### config.mk
export PLATFORM = sky130hd
export DESIGN_NAME = fwd_hazard_unit
export DESIGN_NICKNAME = d
export VERILOG_FILES = /design/src/rtl/fwd_hazard_unit.sv
export SDC_FILE = /design/constraint.sdc
export NUM_CORES = 1
export LEC_CHECK = 0
export ABC_CLOCK_PERIOD_IN_PS = 1300
export CORE_MARGIN = 2
export CORE_UTILIZATION = 39
export CTS_CLUSTER_DIAMETER = 200
export DETAILED_ROUTE_END_ITERATION = 12
export PLACE_DENSITY = 0.73
export SETUP_SLACK_MARGIN = 0.02
export SKIP_LAST_GASP = 1
export SYNTH_ARGS = -nofsm -noshare
export SYNTH_HDL_FRONTEND = slang
export SYNTH_SLANG_ARGS = --single-unit
### constraint.sdc
create_clock -name clk -period 1.3 [get_ports clk]
set_input_delay 0.13 -clock clk [delete_from_list [all_inputs] [get_ports clk]]
set_output_delay 0.13 -clock clk [all_outputs]
set_load 0.05 [all_outputs]
### src/rtl/fwd_hazard_unit.sv
// Forwarding-select and load-use stall controller; tracks in-flight producers in a tag pipe.
// fwd_sel is registered (valid while the consumer is in EX); stall is combinational and bubbles EX.
module fwd_hazard_unit #(
  parameter int REG_ADDR_W = 5,
  parameter int NUM_SRC    = 2,
  parameter int FWD_DEPTH  = 2,
  parameter int LOAD_LAT   = 1,
  localparam int SEL_W     = $clog2(FWD_DEPTH + 1)
) (
  input  logic                          clk,
  input  logic                          reset,
  input  logic                          issue_valid,
  input  logic [REG_ADDR_W-1:0]         issue_rd,
  input  logic                          issue_reg_write,
  input  logic                          issue_mem_read,
  input  logic [NUM_SRC*REG_ADDR_W-1:0] src_addr,
  input  logic [NUM_SRC-1:0]            src_used,
  input  logic                          flush,
  output logic                          stall,
  output logic [NUM_SRC*SEL_W-1:0]      fwd_sel
);

  logic [FWD_DEPTH-1:0]                 v_q, v_d;
  logic [FWD_DEPTH-1:0]                 wr_q, wr_d;
  logic [FWD_DEPTH-1:0]                 ld_q, ld_d;
  logic [FWD_DEPTH-1:0][REG_ADDR_W-1:0] rd_q, rd_d;
  logic [NUM_SRC*SEL_W-1:0]             fwd_sel_q, fwd_sel_d;
  logic [NUM_SRC*SEL_W-1:0]             sel_next;
  logic [NUM_SRC-1:0]                   ld_hit;
  logic [REG_ADDR_W-1:0]                src_i;

  // Scan oldest to youngest so the youngest matching producer overwrites the result.
  always_comb begin
    sel_next = '0;
    ld_hit   = '0;
    src_i    = '0;
    for (int i = 0; i < NUM_SRC; i++) begin
      src_i = src_addr[i*REG_ADDR_W +: REG_ADDR_W];
      for (int k = FWD_DEPTH - 1; k >= 0; k--) begin
        if (v_q[k] && wr_q[k] && src_used[i] && (src_i != '0) && (rd_q[k] == src_i)) begin
          sel_next[i*SEL_W +: SEL_W] = SEL_W'(k + 1);
          ld_hit[i]                  = ld_q[k] && (k < LOAD_LAT);
        end
      end
    end
  end

  assign stall = !flush && issue_valid && (|ld_hit);

  always_comb begin
    v_d  = '0;
    wr_d = '0;
    ld_d = '0;
    rd_d = '0;
    v_d[0]  = issue_valid && !stall && !flush;
    rd_d[0] = issue_rd;
    wr_d[0] = issue_reg_write;
    ld_d[0] = issue_mem_read;
    for (int k = 1; k < FWD_DEPTH; k++) begin
      v_d[k]  = v_q[k-1];
      rd_d[k] = rd_q[k-1];
      wr_d[k] = wr_q[k-1];
      ld_d[k] = ld_q[k-1];
    end
    fwd_sel_d = (stall || flush || !issue_valid) ? '0 : sel_next;
  end

  always_ff @(posedge clk or posedge reset) begin
    if (reset) begin
      v_q       <= '0;
      wr_q      <= '0;
      ld_q      <= '0;
      rd_q      <= '0;
      fwd_sel_q <= '0;
    end else begin
      v_q       <= v_d;
      wr_q      <= wr_d;
      ld_q      <= ld_d;
      rd_q      <= rd_d;
      fwd_sel_q <= fwd_sel_d;
    end
  end

  assign fwd_sel = fwd_sel_q;

endmodule

==> results.sh, run 1 <==
export IMPL_yosysWarnings=0
export IMPL_path_clk_slew_ps=100
export IMPL_start_util_pct=41.92
export IMPL_violations="negative setup slack"
export IMPL_antenna_found_initial=0
export IMPL_dieHeight_um=50.16
export IMPL_yosysSeqAreaShare_pct=57.23
export IMPL_synth_cell_types=19
export IMPL_crit_path_start_kind="flop"
export IMPL_hold_viol_final=0
export IMPL_grt_pass1_wl_um=3001
export IMPL_max_cap_violations=0
export IMPL_multi_input_area_um2=411.6
export IMPL_grt_use_total_pct=15.87
export IMPL_clk_path_buf_depth=2
export IMPL_fin_util_pct=70.27
export IMPL_clock_skew_final_ps=2.622
export IMPL_dr_pass1_iters=4
export IMPL_syn_cell_area_um2=830.8
export IMPL_fin_cells=139
export IMPL_worstSetupPathType="reg2out"
export IMPL_wl_per_cell_um=12.80
export IMPL_drc_errors=0
export IMPL_core_area_mm2=0.001982
export IMPL_first_global_vias=673
export IMPL_dpl_hpwl_um=1454
export IMPL_grt_setup_unrepaired="yes"
export IMPL_grt_overflow_total=0
export IMPL_fin_ws_ps=-489.6
export IMPL_clk_latency_ps=280
export IMPL_arrival_ps=1660
export IMPL_drive_gt1_share_pct=34.82
export IMPL_synth_most_common_cell="dfrtp_1"
export IMPL_port_buffers=27
export IMPL_htreeDepth=1
export IMPL_antenna_left=0
export IMPL_via_count=651
export IMPL_cts_tree="built"
export IMPL_hold_worst_slack_ps=158.7
export IMPL_worst_path_max_delay_cell="dfrtp_1"
export IMPL_cpPeakStageDelay_ps=430
export IMPL_synth_area_leader_cell="dfrtp_1"
export IMPL_setup_viol=6
export IMPL_end_kind="output port"
export IMPL_worstPathRequired_ps=1170
export IMPL_cts_inserted_buffers=3
export IMPL_die_x_um=50.16
export IMPL_synth_edf_count=0
export IMPL_p_per_area_mw_per_mm2=809.9
export IMPL_synth_seq_cells=19
export IMPL_ys_flop_type="dfrtp_1"
export IMPL_cts_sinks=19
export IMPL_synthCells=63
export IMPL_max_clock_freq_ghz=0.5588
export IMPL_max_slew_margin_rel_pct=82.04
export IMPL_syn_area_per_cell_um2=13.19
export IMPL_period_minus_slack_ps=1790
export IMPL_fillers=147
export IMPL_drt_initial_drc_count=5
export IMPL_gp_congestion=0.8117
export IMPL_wl_um=1779
export IMPL_postCtsHoldBufs=0
export IMPL_path_max_fanout=3
export IMPL_drv_slew=0
export IMPL_ys_async_sr_fraction_pct=100.0
export IMPL_crit_chain="xnor2_1 -> nand4_1 -> nor4_4 -> o21ai_2 -> nor2_4 -> buf_6"
export IMPL_worstHoldPathType="in2async"
export IMPL_ir_drop_mv=0.7875
export IMPL_seqCellArea_um2=475.5
export IMPL_yosys_top_cells_area="dfrtp_1 (57%), xnor2_1 (13%), xor2_1 (8.4%)"
export IMPL_clockRootBuffer="clkbuf_4"
export IMPL_num_rows=16
export IMPL_synth_top_area_share_pct=57.23
export IMPL_grt_max_degree=20
export IMPL_finalNetCount=136
export IMPL_min_period_over_period_pct=137.7
export IMPL_p_leak_nw=0.5800
export IMPL_dp_cells=133
export IMPL_synth_fp_nets=86
export IMPL_diodes=0
export IMPL_worstMarginPinSlew_ps=266.9
export IMPL_die_area_mm2=0.002516
export IMPL_vias_per_cell=4.683
export IMPL_synthTopCellsByCount="dfrtp_1 (19), xnor2_1 (12), xor2_1 (8)"
export IMPL_status="complete, but fails checks"
export IMPL_areaGrowthSynthToFinish_pct=67.62
export IMPL_reg2regPathDepth=6
export IMPL_io_pins=28
-- per-layer routing --
layer	vias to the layer above	routed length [um]	track usage, %
li1	316	-	-
met2	17	906	24.78
met5	-	0	0
met3	4	81	4.762
met1	314	757	21.25
met4	0	33	4.630
-- cells by family (layout without fill, tap and decap cells) --
group | after synthesis | after routing | share of synthesized area (%)
and+or+nand+nor | 18 | 18 | 15.81
buffers and inverters | 1 | 50 | 0.4514
DFF | 19 | 19 | 57.23
xor gates and xnor gates | 20 | 20 | 21.08
AOI/OAI and AO/OA | 5 | 5 | 5.421
-- power breakdown --
group	switching, mW	leakage (nW)	internal [mW]
combinational	0.0827	0.332	0.126
sequential	0.0220	0.233	0.614
clock	0.163	0.0150	0.119
-- layout make-up --
| type | instances | share of cell area, % |
|---|---|---|
| flip-flops and latches | 19 | 34.14 |
| repair buffers | 45 | 31.72 |
| multi-input cells | 43 | 29.56 |
| well taps | 27 | 2.426 |
| clock buffers | 4 | 1.887 |
| inverters | 1 | 0.2695 |
-- cells in the final DEF, fill, tap and decap left out --
master	Yosys	final
buf_4	0	17
o21ai_4	0	2
nand2b_4	1	1
clkbuf_4	0	3
xor2_1	8	8
nor4_1	1	1
nand3_1	1	1
dlygate4sd2_1	0	7
dfrtp_1	19	19
xnor2_1	12	12
nor4_4	0	2
nand4_1	3	3
nor3b_2	0	1
or4_4	1	2
nor2b_2	0	1
nor2_1	2	1
clkbuf_1	0	1
o21ai_2	2	1
a211oi_2	0	1
inv_1	1	1
a2111oi_2	1	1
nor3b_1	2	1
nand2_1	2	2
buf_6	0	2
clkdlybuf4s50_1	0	15
nor2_4	0	1
buf_12	0	4
or4_1	2	1
-- flip-flops by register name, indices dropped and copies added, names as in the netlist --
name	flops
v_q	2
rd_q	5
ld_q	1
rd_d	5
wr_q	2
fwd_sel	4
-- path summary, 6_finish.rpt --
kind,startpoint,to,slack [ps]
setup reg to reg,rd_d[5]$_DFF_PP0_,fwd_sel[0]$_DFF_PP0_,-150
hold reg to reg,v_q[0]$_DFF_PP0_,v_q[1]$_DFF_PP0_,390
max in group asynchronous,reset,wr_q[1]$_DFF_PP0_,950
setup / recovery,rd_d[8]$_DFF_PP0_,stall,-490
hold / removal,reset,v_q[0]$_DFF_PP0_,160
min in group clk,issue_reg_write,wr_q[0]$_DFF_PP0_,270
-- through the flow --
| stage | setup TNS (ps) | cell area (um^2) | setup slack (ps) | total power [mW] |
|---|---|---|---|---|
| final | -1163 | 1393 | -489.6 | 1.128 |
| after global routing | -1832 | 1393 | -637.6 | 1.191 |
| after CTS | -1193 | 1371 | -576.4 | 1.138 |
| after detailed placement | -3303 | 1340 | -647.9 | 0.8628 |
| after global placement | -3288 | 1340 | -641.2 | 0.8565 |
| after floorplan | -188.4 | 878.3 | -156.7 | 0.7276 |
-- critical path, delay by kind of cell (launching register included) --
family	cells	cell delay (ps)
simple gates	3	500
flops	1	430
xor+xnor	1	180
buf+inv	1	160
compound gates	1	110
-- timing repair --
action	CTS	global route
setup endpoints to repair	6	6
gates cloned	0	0
pin swaps	6	1
resized for setup	10	2
setup buffers	1	2
hold endpoints to repair	0	0
No activity file was read; power rests on OpenSTA's default activity.
==> inputs of run 2 (changes only) <==
--- a/config.mk
+++ b/config.mk
@@ -10,6 +10,7 @@
 export CORE_UTILIZATION = 39
 export CTS_CLUSTER_DIAMETER = 200
 export DETAILED_ROUTE_END_ITERATION = 12
+export HOLD_SLACK_MARGIN = 0.02
 export PLACE_DENSITY = 0.73
 export SETUP_SLACK_MARGIN = 0.02
 export SKIP_LAST_GASP = 1
==> results of run 2 <==
The final DEF is identical to that of run 1; final timing and power are the same.
